`src/rtl/stopwatch_ctrl.sv`:
```
// stopwatch_ctrl
//   Mode controller for the stopwatch. Decodes start/pause and lap/reset
//   button presses (short and long) into an IDLE/RUN/PAUSE/LAP state machine.
//   It drives the time counter enable and clear, captures lap splits, and
//   selects live or frozen time for the 7-segment driver.
//
// Ports:
//   clk           display-rate clock, rising edge
//   rst_n         asynchronous active-low reset
//   start_pause_n debounced start/pause button, active-low
//   lap_reset_n   debounced lap/reset button, active-low
//   time_bcd      live counter value {mt, mo, st, so}, BCD
//   at_max        counter is at 59:59
//   count_en      enable to time counter (RUN, LAP)
//   clear         one-cycle pulse zeroing the time counter
//   freeze        display shows captured lap value (LAP)
//   disp_bcd      freeze ? lap_reg : time_bcd
//   state         IDLE=0, RUN=1, PAUSE=2, LAP=3
module stopwatch_ctrl #(
    parameter int unsigned LONG_PRESS_CYCLES = 1000
) (
    input  logic        clk,
    input  logic        rst_n,
    input  logic        start_pause_n,
    input  logic        lap_reset_n,
    input  logic [15:0] time_bcd,
    input  logic        at_max,
    output logic        count_en,
    output logic        clear,
    output logic        freeze,
    output logic [15:0] disp_bcd,
    output logic [1:0]  state
);

    typedef enum logic [1:0] {
        IDLE  = 2'd0,
        RUN   = 2'd1,
        PAUSE = 2'd2,
        LAP   = 2'd3
    } state_t;

    localparam logic [15:0] LONG_MAX = 16'(LONG_PRESS_CYCLES);
    localparam logic [15:0] LONG_M1  = 16'(LONG_PRESS_CYCLES - 1);

    state_t      state_q;
    state_t      nxt;
    logic        sp_prev, lr_prev;
    // A button only becomes eligible for events once it has been seen
    // released after reset; a press held through reset is ignored.
    logic        sp_arm, lr_arm;
    logic [15:0] hold_cnt;
    logic [15:0] lap_reg;

    logic        sp_fall, lr_fall, lr_held, lr_rel;
    logic        raw_long, raw_short;
    logic        ev_long, ev_start, ev_short;
    logic        do_clear, do_cap;

    always_comb begin
        sp_fall   = sp_arm & sp_prev & ~start_pause_n;
        lr_fall   = lr_arm & lr_prev & ~lap_reset_n;
        lr_held   = lr_arm & ~lr_prev & ~lap_reset_n;
        lr_rel    = lr_arm & ~lr_prev & lap_reset_n;
        // Counter reaches LONG_MAX at this edge when it currently holds LONG_M1.
        raw_long  = lr_held & (hold_cnt == LONG_M1);
        raw_short = lr_rel & (hold_cnt < LONG_MAX);
        ev_long   = raw_long;
        ev_start  = sp_fall & ~raw_long;
        ev_short  = raw_short & ~raw_long & ~sp_fall;
    end

    always_comb begin
        nxt      = state_q;
        do_clear = 1'b0;
        do_cap   = 1'b0;
        case (state_q)
            IDLE: begin
                if (ev_start) begin
                    nxt = RUN;
                end else if (ev_long || ev_short) begin
                    do_clear = 1'b1;
                end
            end
            RUN, LAP: begin
                if (ev_long) begin
                    nxt      = IDLE;
                    do_clear = 1'b1;
                end else if (at_max || ev_start) begin
                    nxt = PAUSE;
                end else if (ev_short) begin
                    nxt    = LAP;
                    do_cap = 1'b1;
                end
            end
            PAUSE: begin
                if (ev_long || ev_short) begin
                    nxt      = IDLE;
                    do_clear = 1'b1;
                end else if (ev_start && !at_max) begin
                    nxt = RUN;
                end
            end
            default: nxt = IDLE;
        endcase
    end

    always_ff @(posedge clk or negedge rst_n) begin
        if (!rst_n) begin
            state_q  <= IDLE;
            count_en <= 1'b0;
            clear    <= 1'b0;
            freeze   <= 1'b0;
            lap_reg  <= '0;
            hold_cnt <= '0;
            sp_prev  <= 1'b1;
            lr_prev  <= 1'b1;
            sp_arm   <= 1'b0;
            lr_arm   <= 1'b0;
        end else begin
            sp_prev <= start_pause_n;
            lr_prev <= lap_reset_n;
            if (start_pause_n) sp_arm <= 1'b1;
            if (lap_reset_n)   lr_arm <= 1'b1;

            if (lr_fall) begin
                hold_cnt <= 16'd1;
            end else if (lr_held && hold_cnt < LONG_MAX) begin
                hold_cnt <= hold_cnt + 16'd1;
            end

            state_q  <= nxt;
            count_en <= (nxt == RUN) || (nxt == LAP);
            freeze   <= (nxt == LAP);
            clear    <= do_clear;

            if (do_clear) begin
                lap_reg <= '0;
            end else if (do_cap) begin
                lap_reg <= time_bcd;
            end
        end
    end

    assign state    = state_q;
    assign disp_bcd = freeze ? lap_reg : time_bcd;

endmodule
```
`config.mk`:
```
export PLATFORM = sky130hd
export DESIGN_NAME = stopwatch_ctrl
export DESIGN_NICKNAME = d
export VERILOG_FILES = /design/src/rtl/stopwatch_ctrl.sv
export SDC_FILE = /design/constraint.sdc
export NUM_CORES = 1
export LEC_CHECK = 0
export BUFFER_PORTS_ARGS = -buffer_cell sky130_fd_sc_hd__buf_2
export CORE_AREA = 2 2 66 68
export CTS_CLUSTER_SIZE = 28
export DETAILED_ROUTE_END_ITERATION = 10
export DIE_AREA = 0 0 68 70
export GPL_TIMING_DRIVEN = 0
export PLACE_DENSITY = 0.83
export SYNTH_ARGS = -nofsm -noshare
export SYNTH_HDL_FRONTEND = slang
export SYNTH_SLANG_ARGS = --single-unit
```
`constraint.sdc`:
```
create_clock -name clk -period 2.48 [get_ports clk]
set_input_delay 0.496 -clock clk [delete_from_list [all_inputs] [get_ports clk]]
set_output_delay 0.496 -clock clk [all_outputs]
set_load 0.02 [all_outputs]
```
; Word-level counts from Yosys, hierarchy flattened
; Index checks and enable logic that the tools add are counted.
[word_totals]
reg_bits = 41
latch_bits = 0
ramBits = 0
mem_bits_ro = 0
input_bits = 21
out_inout_bits = 21
word_cells = 65
n_memories = 0
[op_classes]
n_addsub = 1
mul = 0
n_div = 0
n_lt_le_gt_ge = 1
eq_ne = 6
shifts = 0
muxes = 20
n_bitwise = 17
n_reduce_logical = 10
[op_table]
columns = cell, count
row1 = two-way mux 16 bit, 5
row2 = "adder 16 x 1 -> 16 bit, second input constant", 1
row3 = "equality test 16 x 10 -> 1 bit, second input constant", 1
row4 = "< comparator 16 x 10 -> 1 bit, second input constant", 1
row5 = bitwise AND 1 bit, 12
row6 = two-way mux 2 bit, 6
row7 = two-way mux 1 bit, 7
row8 = "equality test 2 bit, second input constant", 3
row9 = one-hot mux 2 bit (3 select lines), 1
row10 = NOT 1 bit, 5
row11 = "equality test 2 x 1 -> 1 bit, second input constant", 2
row12 = nonzero test 2 bit, 2
row13 = logical OR 1 bit, 3
row14 = one-hot mux 1 bit (3 select lines), 1
row15 = logical AND 1 bit, 2
row16 = logical NOT 2 bit, 1
row17 = OR reduction 2 bit, 1
row18 = logical NOT 1 bit, 1

; Depth between registers and ports, before layout
; Gate-level depths: netlist of the first run.
[logic_depth]
ltp_word = 13
ltp_mapped = 6
depth_no_buf = 5

; Worst setup path after synthesis of the first run
; OpenSTA, ideal clock, no wires.
[synth_path]
path_type = register -> output
startpoint = reg freeze
endpoint = out disp_bcd[10]
t_arrival_ps = 1499
required_time_ps = 1984
path_slack_ps = 485
path_stages_with_launch = 4
n_path_buf = 2
path_cell_list = dfrtp_1 > clkbuf_1 > clkbuf_1 > mux2_2
[synth_between]
elab_chain_len = 1
[synth_lines]
columns = element, line_no
row1 = start: declaration, 30  ; output logic freeze,
row2 = start signal: assignment, 133  ; freeze <= (nxt == LAP);
row3 = two-way mux 16 bit, 145  ; assign disp_bcd = freeze ? lap_reg : time_bcd;
row4 = end: declaration, 31  ; output logic [15:0] disp_bcd,
; Every way passes these cells.

; Worst setup path in the final report of the first run
[layout_path]
startpoint = reg freeze
endpoint = out disp_bcd[14]
; The elaborated chain is that of the path after synthesis.

==> impl_metrics.env, run 1 <==
export IMPL_hold_viol=0
export IMPL_post_route_period_util=0.948
export IMPL_synth_nets=227
export IMPL_post_place_ws_ns=0.240
export IMPL_r2r_slack_ns=0.48
export IMPL_grt_use_total=0.218
export IMPL_design_core_area_mm2=0.00414
export IMPL_nets=275
export IMPL_path_delay_family="buffers and inverters"
export IMPL_synth_area_top_cells="dfrtp_1 45%, mux2_2 8.5%, o31ai_1 7.5%"
export IMPL_timing_fmax_mhz=425
export IMPL_period_minus_slack_ns=2.35
export IMPL_rsz0062_at_grt="no"
export IMPL_swShare=0.291
export IMPL_yosysMostFrequentCell="dfrtp_1"
export IMPL_clkPwrFrac=0.314
export IMPL_dpl_cell_count=298
export IMPL_maxSlewHeadroom=0.418
export IMPL_syn_area_mm2=0.00212
export IMPL_comb_power_share=0.182
export IMPL_wirelength_mm=4.67
export IMPL_cts_setup_buffers=0
export IMPL_ios=42
export IMPL_grt_overflow=0
export IMPL_synth_edf_count=0
export IMPL_drt_pass1_iterations=5
export IMPL_clk_path_buf_depth=2
export IMPL_vdd_drop_max_v=0.000299
export IMPL_final_cell_count_no_fill=306
export IMPL_grt_pass1_wl_mm=7.95
export IMPL_hold_path_class="in -> reg"
export IMPL_drive_gt1_frac=0.346
export IMPL_skew_ns=0.00252
export IMPL_power_density_mw_per_mm2=580
export IMPL_cts_buffers=5
export IMPL_top_layer_used="met4"
export IMPL_cp_data_arrival_time_ns=1.86
export IMPL_fin_setup_tns_ns=0
export IMPL_route_met3_wl_um=213
export IMPL_fin_ws_ns=0.128
export IMPL_dieArea_mm2=0.00476
export IMPL_path_clk_slew_ns=0.07
export IMPL_path_max_fanout=10
export IMPL_synth_seq_cells=40
export IMPL_synth_area_leader_cell="dfrtp_1"
export IMPL_drcViolationCount=0
export IMPL_io_buffers=41
export IMPL_path_buf_inv=3
export IMPL_yosysTopAreaCellShare=0.449
export IMPL_grt_max_degree=41
export IMPL_h_tree_depth=2
export IMPL_viasPerCell=5.94
export IMPL_syn_inst=205
export IMPL_worst_pin_slew_ns=0.873
export IMPL_regArea_mm2=0.00100
export IMPL_place_congestion=0.810
export IMPL_start_kind="register"
export IMPL_power_leakage_nw=1.13
export IMPL_dp_hpwl_mm=3.30
export IMPL_slew_violations=0
export IMPL_avgSynthCellArea_um2=10.3
export IMPL_tritoncts="yes"
export IMPL_first_global_vias=1715
export IMPL_cp_cell_sequence="clkbuf_1 > clkbuf_2 > mux2_2 > buf_2"
export IMPL_synth_common_cells="38 x dfrtp_1, 23 x nand3_1, 22 x a21oi_1"
export IMPL_antenna_left=0
export IMPL_crit_type="reg -> out"
export IMPL_intPower_mw=1.02
export IMPL_crit_path_max_incr_delay_ns=0.37
export IMPL_synth_distinct_cells=41
export IMPL_nFillCells=342
export IMPL_synth_async_reset_ratio=1.00
export IMPL_die_h_um=70
export IMPL_cpMaxStageDelayCell="mux2_2"
export IMPL_ys_seq_area_frac=0.474
export IMPL_antenna_found_initial=0
export IMPL_design_area_mm2=0.00248
export IMPL_endpoint_kind="output pin"
export IMPL_wl_met2_mm=2.28
export IMPL_crit_required_ns=1.98
export IMPL_p_total_mw=1.44
export IMPL_outcome="finished clean"
export IMPL_multiInputGateArea_mm2=0.00102
export IMPL_wirelength_met1_mm=2.10
export IMPL_syn2layout_area_growth_pct=17.2
export IMPL_dpl_cell_area_mm2=0.00239
export IMPL_clock_sinks=40
export IMPL_seqPwrFrac=0.504
export IMPL_p_switching_uw=418
export IMPL_setup_viol=0
export IMPL_die_w_um=68
export IMPL_drtIter0Drc=143
export IMPL_ys_warn_count=0
export IMPL_start_util=0.511
export IMPL_antenna_cells=0
export IMPL_rows=24
export IMPL_via_count=1817
export IMPL_wl_per_cell_um=15.3
export IMPL_clock_root_buffer="clkbuf_8"
export IMPL_clock_latency_ns=0.30
export IMPL_drv_cap=0
export IMPL_synth_ff_type="dfrtp_1"
-- stage by stage --
step / hold slack [ns] / util
6_report: 0.304 / 0.598
5_1_grt: 0.294 / 0.598
4_1_cts: 0.299 / 0.598
3_5_place_dp: 0.448 / 0.576
3_3_place_gp: 0.445 / 0.576
2_1_floorplan: 0.200 / -
-- cells by family after synthesis --
logic type,share of synthesized area
and+or+nand+nor,0.211
AOI/OAI and AO/OA,0.161
adders and majority gates,0.00591
muxes,0.104
DFF,0.474
buffers and inverters,0.0438
-- worst register-to-register path, cell delays in order (launching register included) --
cell and delay, ns:
dfrtp_1 0.38, and3b_1 0.16, clkbuf_1 0.15, nor3_2 0.49, clkbuf_1 0.41, nand3_1 0.14, a21oi_1 0.20
-- final cells by class --
cell class | instances | area share
clock inverters | 2 | 0.00404
inverters | 3 | 0.00454
multi-input cells | 145 | 0.411
plain buffers | 17 | 0.0333
repair buffers | 41 | 0.0827
well taps | 52 | 0.0262
clock buffers | 6 | 0.0333
flip-flops and latches | 40 | 0.405
-- power by group through the flow --
stage / Combinational (mW) / Clock, mW / Sequential (mW)
2_1_floorplan: 0.163 / 0 / 0.740
3_3_place_gp: 0.258 / 0 / 0.735
3_5_place_dp: 0.262 / 0 / 0.737
4_1_cts: 0.264 / 0.456 / 0.724
5_1_grt: 0.288 / 0.485 / 0.731
6_report: 0.262 / 0.451 / 0.725
-- per-layer routing --
| metal | vias up | track usage |
|---|---|---|
| met5 | - | 0 |
| met4 | 0 | 0.0733 |
| met3 | 5 | 0.0483 |
| met2 | 57 | 0.343 |
| met1 | 899 | 0.294 |
| li1 | 856 | - |
-- what timing repair did --
action / 4_1_cts / 5_1_grt
setup endpoints to repair: 10 / 0
resized for setup: 1 / 0
hold buffers: 0 / 0
-- cell usage in the layout (no fill, tap or decap), types with 3 or more instances in the layout --
master / Yosys / routed
o31ai_1: 21 / 21
nand2_1: 8 / 8
and2_1: 4 / 4
mux2i_1: 4 / 4
nor2_1: 3 / 3
and3b_1: 3 / 3
inv_1: 3 / 3
clkbuf_8: 0 / 6
dfrtp_1: 38 / 38
clkbuf_1: 9 / 8
mux2_2: 16 / 16
nand4_1: 3 / 3
buf_2: 5 / 46
a21oi_1: 22 / 22
nand3_1: 23 / 23
or4_1: 4 / 4
nor2b_1: 6 / 6
or2_2: 7 / 7
-- worst paths after layout --
path | depth (start not counted) | from | endpoint
hold reg to reg | 1 | sp_arm | sp_arm
setup reg to reg | 6 | sp_arm | lap_reg[10]
min in group asynchronous | 1 | rst_n | hold_cnt[15]
hold / removal | 1 | start_pause_n | sp_prev
max in group asynchronous | 1 | rst_n | hold_cnt[3]
setup / recovery | 4 | freeze | disp_bcd[14]
Note: power is estimated with default switching activity, not from simulation.
==> inputs of run 2 (changes only) <==
RECOVER_POWER = 100   (was unset)
==> run 2 against run 1 <==
Against the previous run:
- the run now ends with capacitance limit, slew limit left
- routed wire length is essentially flat
- sequential power is essentially flat
- critical path depth unchanged
- sequential share of layout area grew 0.60 points
- fmax about the same
- non-clock buffer count unchanged
==> impl_metrics.env, run 2 (synthesized netlist as in run 1, its figures left out) <==
export IMPL_crit_path_frequent_cell="clkbuf_2"
export IMPL_grt_max_degree=41
export IMPL_die_h_um=70
export IMPL_cpMaxStageDelayCell="mux2_2"
export IMPL_crit_type="reg -> out"
export IMPL_crit_path_max_incr_delay_ns=0.38
export IMPL_final_common_cell="dfrtp_1"
export IMPL_io_buffers=41
export IMPL_path_max_fanout=10
export IMPL_outcome="complete, but fails checks"
export IMPL_first_global_vias=1715
export IMPL_viasPerCell=5.76
export IMPL_cp_cell_sequence="clkbuf_1 > clkbuf_2 > mux2_2 > clkbuf_2"
export IMPL_antenna_found_initial=0
export IMPL_dp_hpwl_mm=3.30
export IMPL_wl_per_cell_um=15.3
export IMPL_rows=24
export IMPL_hold_path_class="in -> reg"
export IMPL_drv_cap=1
export IMPL_cts_resized=1
export IMPL_place_congestion=0.810
export IMPL_clk_path_buf_depth=2
export IMPL_clock_latency_ns=0.30
export IMPL_design_core_area_mm2=0.00414
export IMPL_h_tree_depth=2
export IMPL_fin_setup_tns_ns=0
export IMPL_dieArea_mm2=0.00476
export IMPL_final_cell_count_no_fill=306
export IMPL_cts_hold_buf=0
export IMPL_clock_sinks=40
export IMPL_power_leakage_nw=1.08
export IMPL_crit_required_ns=1.98
export IMPL_grt_pass1_wl_mm=7.95
export IMPL_start_kind="register"
export IMPL_grt_use_total=0.218
export IMPL_slew_violations=41
export IMPL_endpoint_kind="output pin"
export IMPL_cts_buffers=5
export IMPL_antenna_left=0
export IMPL_worst_pin_slew_ns=2.08
export IMPL_violations="capacitance limit, slew limit"
export IMPL_wirelength_mm=4.67
export IMPL_via_count=1762
export IMPL_cts_setup_buffers=0
export IMPL_post_place_ws_ns=0.240
export IMPL_path_delay_family="buffers and inverters"
export IMPL_path_buf_inv=3
export IMPL_path_clk_slew_ns=0.08
export IMPL_hold_viol=0
export IMPL_vdd_drop_max_v=0.000301
export IMPL_layout_common_cells="38 x dfrtp_1, 24 x nand3_1, 23 x clkbuf_1, 22 x a21oi_1"
export IMPL_start_util=0.511
export IMPL_tritoncts="yes"
export IMPL_nets=275
export IMPL_cp_data_arrival_time_ns=1.85
export IMPL_ios=42
export IMPL_syn2layout_area_growth_pct=15.5
export IMPL_die_w_um=68
export IMPL_power_density_mw_per_mm2=587
export IMPL_maxSlewHeadroom=-0.387
export IMPL_drtIter0Drc=139
export IMPL_skew_ns=0.00285
export IMPL_dpl_cell_count=298
export IMPL_period_minus_slack_ns=2.35
export IMPL_drcViolationCount=0
export IMPL_timing_fmax_mhz=426
export IMPL_post_route_period_util=0.948
export IMPL_rsz0062_at_grt="no"
export IMPL_grt_overflow=0
export IMPL_drt_pass1_iterations=4
export IMPL_clock_root_buffer="clkbuf_8"
export IMPL_antenna_cells=0
export IMPL_fin_ws_ns=0.130
export IMPL_setup_viol=0
export IMPL_drive_gt1_frac=0.280
export IMPL_p_total_mw=1.43
[run 2: area by class of cell]
class                      instances  area, µm²
timing repair buffer              41        189
buffer                            17       73.8
clock buffer                       6       82.6
fill                             355       1700
clock inverter                     2       10.0
multi-input combinational        145       1010
inverter                           3       11.3
sequential                        40       1000
tap                               52       65.1
[run 2: where the power goes]
part	switching, mW	total [mW]	leakage [nW]	internal, mW
logic	0.158	0.255	0.496	0.0971
registers	0.0317	0.725	0.530	0.694
clock network	0.233	0.455	0.0510	0.222
[run 2: stage by stage]
stage               area [µm²]  hold WS [ns]   util
floorplan                 2120         0.200      -
global placement          2390         0.445  0.576
detailed placement        2390         0.448  0.576
CTS                       2480         0.299  0.598
global route              2440         0.283  0.590
finish                    2440         0.288  0.590
[run 2: per-layer routing]
layer	track usage	vias up	routed length (µm)
met2	0.343	45	2270
met5	0	-	0
met3	0.0483	6	181
li1	-	856	-
met4	0.0733	0	73
met1	0.294	855	2150
[run 2: path summary, 6_finish.rpt]
check | from | end | slack (ns) | depth (start not counted)
worst max-delay path | freeze | disp_bcd[14] | 0.13 | 4
worst min-delay path | start_pause_n | sp_prev | 0.29 | 1
worst max register to register | hold_cnt[12] | lap_reg[10] | 0.34 | 5
worst min register to register | sp_arm | sp_arm | 0.47 | 1
max in group asynchronous | rst_n | hold_cnt[9] | 0.50 | 1
min in group asynchronous | rst_n | hold_cnt[15] | 0.79 | 1
